**src/rtl/pipe_ctrl_pkg.sv**
```systemverilog
`default_nettype none
// ============================================================================
// Module      : pipe_ctrl_pkg
// Description : Shared types and default sizes for the pipeline stall/flush
//               sequencer.
// Revision    : 1.0 - initial release
// ============================================================================
package pipe_ctrl_pkg;

    // Sequencer states: free-running, waiting on data memory, one release cycle
    typedef enum logic [1:0] {
        RUN      = 2'd0,
        MEM_WAIT = 2'd1,
        MEM_DONE = 2'd2
    } state_t;

    localparam int unsigned c_default_timeout_w   = 8;
    localparam int unsigned c_default_stall_cnt_w = 32;
    localparam int unsigned c_default_flush_cnt_w = 16;

endpackage : pipe_ctrl_pkg
`default_nettype wire

```
**src/rtl/sat_counter.sv**
```systemverilog
`default_nettype none
// ============================================================================
// Module      : sat_counter
// Description : Event counter that sticks at all-ones instead of wrapping.
//               clr_i is a synchronous clear and wins over inc_i.
// Revision    : 1.0 - initial release
// ============================================================================
module sat_counter #(
    parameter int unsigned WIDTH = 8
) (
    input  logic             clk,
    input  logic             inc_i,
    input  logic             clr_i,
    output logic [WIDTH-1:0] cnt_o
);

    logic [WIDTH-1:0] r_cnt;

    // Count qualifying cycles, holding once the maximum value is reached
    always_ff @(posedge clk) begin
        if (clr_i) begin
            r_cnt <= '0;
        end else if (inc_i && (r_cnt != {WIDTH{1'b1}})) begin
            r_cnt <= r_cnt + WIDTH'(1);
        end
    end

    assign cnt_o = r_cnt;

endmodule : sat_counter
`default_nettype wire

```
**src/rtl/pipe_stall_ctrl.sv**
```systemverilog
`default_nettype none
// ============================================================================
// Module      : pipe_stall_ctrl
// Description : Central stall/flush sequencer. Merges load-use stalls, branch
//               flushes and the data-memory handshake into per-stage enables,
//               and keeps stall/flush performance counters plus a sticky
//               memory-timeout flag.
// Revision    : 1.0 - initial release
// ============================================================================
module pipe_stall_ctrl
    import pipe_ctrl_pkg::*;
#(
    parameter int unsigned TIMEOUT_W   = c_default_timeout_w,
    parameter int unsigned STALL_CNT_W = c_default_stall_cnt_w,
    parameter int unsigned FLUSH_CNT_W = c_default_flush_cnt_w
) (
    input  logic                   clk_i,
    input  logic                   rst_i,
    input  logic                   LoadUse_i,
    input  logic                   Flush_i,
    input  logic                   EXMEM_MemRead_i,
    input  logic                   EXMEM_MemWrite_i,
    input  logic                   MemAck_i,
    output logic                   MemReq_o,
    output logic                   PCWrite_o,
    output logic                   IFID_Write_o,
    output logic                   IFID_Flush_o,
    output logic                   IDEX_Write_o,
    output logic                   IDEX_NoOp_o,
    output logic                   EXMEM_Write_o,
    output logic                   MEMWB_Write_o,
    output logic                   MemErr_o,
    output logic [STALL_CNT_W-1:0] StallCycles_o,
    output logic [FLUSH_CNT_W-1:0] FlushCount_o
);

    localparam logic [TIMEOUT_W-1:0] c_wait_max = {TIMEOUT_W{1'b1}};

    state_t               r_state;
    state_t               w_state_next;
    logic [TIMEOUT_W-1:0] r_wait_cnt;
    logic [TIMEOUT_W-1:0] w_wait_inc;
    logic                 r_mem_err;
    logic                 w_access;
    logic                 w_timeout;
    logic                 w_freeze;

    assign w_access   = EXMEM_MemRead_i | EXMEM_MemWrite_i;
    assign w_wait_inc = r_wait_cnt + TIMEOUT_W'(1);
    // The timeout cycle is the one in which the count of wait cycles reaches
    // all-ones, so the request is held for exactly 2^TIMEOUT_W-1 cycles.
    assign w_timeout  = (r_state == MEM_WAIT) && (w_wait_inc == c_wait_max);
    // In MEM_DONE the access belongs to the departing instruction, so only
    // RUN may start a new freeze.
    assign w_freeze   = ((r_state == RUN) && w_access) || (r_state == MEM_WAIT);

    // State register
    always_ff @(posedge clk_i) begin
        if (rst_i) begin
            r_state <= RUN;
        end else begin
            r_state <= w_state_next;
        end
    end

    // Next-state logic for the memory handshake
    always_comb begin
        w_state_next = r_state;
        case (r_state)
            RUN:      if (w_access) w_state_next = MEM_WAIT;
            MEM_WAIT: if (MemAck_i || w_timeout) w_state_next = MEM_DONE;
            MEM_DONE: w_state_next = RUN;
            default:  w_state_next = RUN;
        endcase
    end

    // Wait counter: zeroed when the request is launched, counts wait cycles
    always_ff @(posedge clk_i) begin
        if (rst_i) begin
            r_wait_cnt <= '0;
        end else if ((r_state == RUN) && w_access) begin
            r_wait_cnt <= '0;
        end else if (r_state == MEM_WAIT) begin
            r_wait_cnt <= w_wait_inc;
        end
    end

    // Sticky timeout flag; an ack in the timeout cycle is a normal completion
    always_ff @(posedge clk_i) begin
        if (rst_i) begin
            r_mem_err <= 1'b0;
        end else if (w_timeout && !MemAck_i) begin
            r_mem_err <= 1'b1;
        end
    end

    assign MemErr_o = r_mem_err;

    // Per-stage control decode: reset, then freeze, then load-use over flush
    always_comb begin
        PCWrite_o     = 1'b0;
        IFID_Write_o  = 1'b0;
        IFID_Flush_o  = 1'b0;
        IDEX_Write_o  = 1'b0;
        IDEX_NoOp_o   = 1'b0;
        EXMEM_Write_o = 1'b0;
        MEMWB_Write_o = 1'b0;
        MemReq_o      = 1'b0;
        if (rst_i) begin
            IDEX_NoOp_o = 1'b1;
        end else if (w_freeze) begin
            MemReq_o = (r_state == MEM_WAIT);
        end else begin
            PCWrite_o     = 1'b1;
            IFID_Write_o  = 1'b1;
            IDEX_Write_o  = 1'b1;
            EXMEM_Write_o = 1'b1;
            MEMWB_Write_o = 1'b1;
            if (LoadUse_i) begin
                // Branch operands are not ready yet, so the flush waits
                PCWrite_o    = 1'b0;
                IFID_Write_o = 1'b0;
                IDEX_NoOp_o  = 1'b1;
            end else if (Flush_i) begin
                IFID_Flush_o = 1'b1;
            end
        end
    end

    sat_counter #(
        .WIDTH (STALL_CNT_W)
    ) u_stall_cnt (
        .clk   (clk_i),
        .inc_i (!PCWrite_o),
        .clr_i (rst_i),
        .cnt_o (StallCycles_o)
    );

    sat_counter #(
        .WIDTH (FLUSH_CNT_W)
    ) u_flush_cnt (
        .clk   (clk_i),
        .inc_i (IFID_Flush_o),
        .clr_i (rst_i),
        .cnt_o (FlushCount_o)
    );

endmodule : pipe_stall_ctrl
`default_nettype wire
```
**config.mk**
```make
export PLATFORM = sky130hd
export DESIGN_NAME = pipe_stall_ctrl
export DESIGN_NICKNAME = d
export VERILOG_FILES = /design/src/rtl/pipe_ctrl_pkg.sv /design/src/rtl/sat_counter.sv /design/src/rtl/pipe_stall_ctrl.sv
export SDC_FILE = /design/constraint.sdc
export NUM_CORES = 1
export LEC_CHECK = 0
export CORE_ASPECT_RATIO = 0.75
export CORE_MARGIN = 8
export CORE_UTILIZATION = 55
export CTS_CLUSTER_SIZE = 30
export DETAILED_ROUTE_END_ITERATION = 6
export MAX_ROUTING_LAYER = met4
export PLACE_DENSITY = 0.84
export REMOVE_ABC_BUFFERS = 1
export SYNTH_ARGS = -nofsm -noshare
export SYNTH_HDL_FRONTEND = slang
export SYNTH_SLANG_ARGS = --single-unit
```
**constraint.sdc**
```tcl
create_clock -name clk_i -period 6.3 [get_ports clk_i]
set_input_delay 0.945 -clock clk_i [delete_from_list [all_inputs] [get_ports clk_i]]
set_output_delay 0.945 -clock clk_i [all_outputs]
set_load 0.02 [all_outputs]
```
# Word level (Yosys, flattened, before mapping)
# Index checks and enable logic that the tools add are counted.
[op_classes]
muxes = 17
n_eq_ne = 6
n_reduce_logical = 12
addsub = 3
bitwise = 1
[op_table]
columns = ["op", "n"]
rows = [
  ["$add A32 B1 Y32 const B", 1],
  ["$ne A32 B32 Y1 const B", 1],
  ["$add A16 B1 Y16 const B", 1],
  ["$ne A16 B16 Y1 const B", 1],
  ["$mux W1", 14],
  ["$add A8 B1 Y8 const B", 1],
  ["$eq A8 B8 Y1 const B", 1],
  ["$logic_and A1 B1 Y1", 5],
  ["$mux W2", 2],
  ["$ne A2 B2 Y1 const B", 2],
  ["$pmux W2 S2", 1],
  ["$eq A2 B1 Y1 const B", 1],
  ["$logic_not A1 Y1", 2],
  ["$logic_not A2 Y1", 1],
  ["$logic_or A1 B1 Y1", 2],
  ["$reduce_and A2 Y1", 1],
  ["$reduce_or A2 Y1", 1],
  ["$or A1 B1 Y1", 1],
]
[word_totals]
ff_bits = 59
in_bits = 7
output_inout_bits = 57
wordCells = 44

# Logic depth before layout (Yosys ltp)
[logic_depth]
ltp_word = 7
ltp_mapped = 8
ltp_nobuf = 6

# Hierarchy
# From an unflattened synthesis, not the netlist that was laid out.
[unflattened]
cells_unflattened = 368
hier_area_um2 = 3105.5
[modules_own_cells]
columns = ["module", "instances", "area_each_um2", "cells_per_inst", "seq_area_each_um2"]
rows = [
  ["sat_counter at u_stall_cnt", 1, 1674.1, 199, 640.6],
  ["sat_counter at u_flush_cnt", 1, 848.3, 99, 320.3],
  ["pipe_stall_ctrl", 1, 583.1, 70, 220.2],
]

# Worst setup path before layout
# No wires, ideal clock.
[synth_path]
path_type = "input to output"
startpoint = "input port EXMEM_MemWrite_i"
endpoint = "output port IDEX_Write_o"
t_arrival_ps = 2083
slack_ps = 3272
n_path_buf = 2
stages = 5
required_ps = 5355
path_cell_list = "nor3_2 > or2_2 > nor2b_1 > clkbuf_1 > buf_4"
[synth_between]
elab_chain_cells = 5
[synth_lines]
columns = ["item", "line_no", "source"]
rows = [
  ["from (decl)", "pipe_stall_ctrl.sv:22", "input logic EXMEM_MemWrite_i,"],
  ["$or A1 B1 Y1", "pipe_stall_ctrl.sv:48", "assign w_access = EXMEM_MemRead_i | EXMEM_MemWrite_i;"],
  ["$logic_and A1 B1 Y1", "pipe_stall_ctrl.sv:55", "assign w_freeze = ((r_state == RUN) && w_access) || (r_state == MEM_WAIT);"],
  ["$logic_or A1 B1 Y1", "pipe_stall_ctrl.sv:55", ""],
  ["$mux W1 (2 in series)", "--", ""],
  ["to (decl)", "pipe_stall_ctrl.sv:28", "output logic IDEX_Write_o,"],
]
# Every way passes these cells.

# Worst setup path after layout
[layout_path]
startpoint = "input port EXMEM_MemWrite_i"
endpoint = "output port MEMWB_Write_o"
[layout_between]
elab_chain_cells = 5
[layout_lines]
columns = ["item", "line_no", "source"]
rows = [
  ["$or A1 B1 Y1", "pipe_stall_ctrl.sv:48", ""],
  ["$logic_and A1 B1 Y1", "pipe_stall_ctrl.sv:55", ""],
  ["$logic_or A1 B1 Y1", "pipe_stall_ctrl.sv:55", ""],
  ["$mux W1", "pipe_stall_ctrl.sv:111", "end else if (w_freeze) begin"],
  ["$mux W1", "pipe_stall_ctrl.sv:109", "if (rst_i) begin"],
  ["to (decl)", "pipe_stall_ctrl.sv:31", "output logic MEMWB_Write_o,"],
]
# Every way passes these cells.

==> flow_metrics.tcl <==
set metrics [dict create \
    critical_path.max_fanout 10 \
    postSynth.topFlopCell "dfxtp_1" \
    std_cell_rows 23 \
    vias_after_detailed_routing 3121 \
    cts_max_path_buffers 2 \
    finalCriticalPeriod_ns 4.04 \
    category_of_the_worst_setup_path_capture_point "output pin" \
    drive_above_1_share 0.0607 \
    h-tree-depth 3 \
    design.die.area_sq_um 8200 \
    synth-edff-count 0 \
    status "finished clean" \
    final.hold.worst_slack_ns 0.485 \
    metal2_wl_microns 3760 \
    grt_antenna_before_repair 0 \
    chipHeight_microns 80.5 \
    syn-cell-area_sq_um 3050 \
    clock_buffers_created_by_tritoncts 9 \
    post_cts_buffers 0 \
    detailed_place_hpwl_microns 5430 \
    tightest_pin_transition_ns 1.32 \
    met3RoutedLength_microns 518 \
    final_period_utilization 0.641 \
    fin_worst_skew_ns 0.0113 \
    ys_top_cells_by_area "dfxtp_1 39%, o31ai_1 7.9%, a21oi_1 7.6%" \
    syn_avg_cell_area_sq_um 8.26 \
    hold_viol_final 0 \
    max_clock_freq_mhz 247 \
    top_delay_family_on_crit_path "buffers and inverters" \
    largest_family_of_logic_cells_by_synthesized_area "simple AND/OR/NAND/NOR gates" \
    grt_remaining_overflow 0 \
    min-delay-path-class "reg2reg" \
    route.antenna.remaining_nets 0 \
    grt_util_all_layers 0.198 \
    layout.nets 434 \
    fin_tns_setup_ns 0 \
    slowest_stage "clkdlybuf4s50_1" \
    post_synthesis_compound_gate_area_fraction 0.222 \
    worst_ir_drop_vdd_mv 0.173 \
    cpMostUsedCell "clkdlybuf4s50_1" \
    setup_violations 0 \
    path_buf_inv 2 \
    grt_start_max_net_pins 39 \
    area_growth_pct 27.8 \
    timing.reg2reg.setup_slack_ns 3.62 \
    post_cts_resized 0 \
    synthesis.instances 369 \
    synth_seq_cells 59 \
    floorplan.initialDensity 0.569 \
    firstDrtPassIters 5 \
    critical_path.startpoint_type "primary input" \
    yosys.area_share.adder 0.0164 \
    synth.largest_area_cell "dfxtp_1" \
    fp.dieW_microns 102 \
    synthMuxAreaShare 0.0107 \
    core_area_sq_um 5350 \
    stdcell_area_sq_um 3890 \
    via_count_of_the_first_global_routing_pass 2763 \
    grt_pass1_wl_microns 12900 \
    total_power_mw 0.798 \
    timing_max_transition_violations_final 0 \
    detailedRoute.firstIterationViolations 229 \
    antenna_cells_inserted 0 \
    unrepaired_setup_endpoints_after_global_routing "no" \
    cts_tree "yes" \
    clock-sinks 59 \
    routed_wirelength_microns 7980 \
    power_density_nw_per_um2 205 \
    gp_congestion 0.807 \
    cellLeakagePower_nw 1.21 \
    max_stage_delay_ns 0.73 \
    cts-root-buf "clkbuf_8" \
    detailed_place.area_sq_um 3680 \
    top_signal_layer_used "met4" \
    clkTransAtPathRegs_ns 0.07 \
    wl_met1_microns 3590 \
    clkLatencyLatePin_ns 0.34 \
    required_ns 5.35 \
    port_buffers 63 \
    synthSimpleGateAreaFrac 0.298 \
    slew-limit-headroom 0.113 \
    wl_per_cell_microns 15.9 \
    asyncSetResetFlopFracSynth 0 \
    hold_buffers 0 \
    via_density_per_instance 6.20 \
    yosysWarnings 0 \
    io_pins 64 \
    synth_xor_xnor_area_share 0.0172 \
    synthDominantCellAreaShare 0.388 \
    number_of_drc_violations_after_detailed_routing 0 \
    cp_data_arrival_time_ns 3.10 \
    maxCapViolCount 0 \
    critical_path_class "in2out" \
    distinct_cells_synth 44 \
    timing.critical_path.cells "clkdlybuf4s50_1 > nor3_2 > or2_2 > nor2b_1 > clkdlybuf4s50_1" \
    synth.yosys.seq_area_share 0.388 \
]
[metrics by stage]
step / instances / setup WS, ns / utilization
floorplan: 348 / 2.95 / -
global placement: 487 / 2.30 / 0.688
detailed placement: 487 / 2.26 / 0.688
CTS: 503 / 2.25 / 0.727
global route: 503 / 2.12 / 0.727
finish: 503 / 2.26 / 0.727
[worst register-to-register path, stage by stage, from the launching register on]
cell     delay [ns]
dfxtp_1        0.45
and4_1         0.37
nand4_1        0.22
nor4_4         1.17
o21ai_0        0.25
a21oi_1        0.16
[cells by family (layout without fill, tap and decap cells)]
family,Yosys count,count (layout)
flip-flops,59,59
multiplexers,3,3
XOR/XNOR,6,6
AO/OA/AOI/OAI,112,112
adder cells (fa/ha/maj),4,4
AND/OR/NAND/NOR,151,151
buffers and inverters,34,93
[worst paths after layout]
path,from,end,cells after the start
setup / recovery,EXMEM_MemWrite_i,MEMWB_Write_o,5
hold / removal,MemErr_o$_SDFFE_PP0P_,MemErr_o$_SDFFE_PP0P_,2
setup reg to reg,u_stall_cnt.cnt_o[11]$_SDFFE_PP0P_,u_stall_cnt.cnt_o[8]$_SDFFE_PP0P_,5
hold reg to reg,MemErr_o$_SDFFE_PP0P_,MemErr_o$_SDFFE_PP0P_,2
[state kept, by name (all words and copies together), names as in the netlist]
register and count:
r_wait_cnt 8, u_stall_cnt.cnt_o 32, r_state 2, MemErr_o 1
u_flush_cnt.cnt_o 16
[layer usage]
| layer | track usage | vias up |
|---|---|---|
| met1 | 0.239 | 1475 |
| met5 | - | - |
| met3 | 0.0518 | 13 |
| li1 | - | 1528 |
| met4 | 0.0672 | 0 |
| met2 | 0.313 | 105 |
[cell usage in the layout (no fill, tap or decap), types with 3 or more instances in the layout]
cell / instances
dfxtp_1: 59
nor2b_1: 3
xnor2_1: 4
o31ai_1: 32
inv_1: 12
nand4_1: 11
or4_1: 30
o21ai_0: 25
ha_1: 4
nand3b_1: 3
clkbuf_8: 9
a21oi_1: 46
nor2_1: 15
or3_1: 13
nand3_1: 21
clkdlybuf4s50_1: 62
nand2_1: 24
and4_1: 8
and3_1: 9
[report_power, final]
group          switching (mW)  total (mW)  leakage, nW  internal (mW)
Combinational          0.0268      0.0456        0.628         0.0188
Sequential            0.00581       0.383        0.476          0.377
Clock                   0.148       0.370        0.103          0.222
Total                   0.181       0.798         1.21          0.618
[cell usage after synthesis (2+ instances only)]
cell      number
dfxtp_1       59
a21oi_1       46
o31ai_1       32
or4_1         30
o21ai_0       25
nand2_1       24
nand3_1       21
clkbuf_1      16
nor2_1        15
or3_1         13
inv_1         12
nand4_1       11
and3_1         9
and4_1         8
ha_1           4
xnor2_1        4
buf_4          3
nand3b_1       3
nor2b_1        3
a21o_1         2
and2_1         2
nand2b_1       2
nor4_1         2
nor4_2         2
xor2_1         2
[layout make-up]
type / instances / area [sq um]
clock inverters: 5 / 77.6
well taps: 75 / 93.8
fillers: 431 / 1460
repair buffers: 64 / 633
flip-flops and latches: 59 / 1180
multi-input cells: 276 / 1730
clock buffers: 11 / 131
inverters: 13 / 48.8
Power figures use the tool's default switching activity.
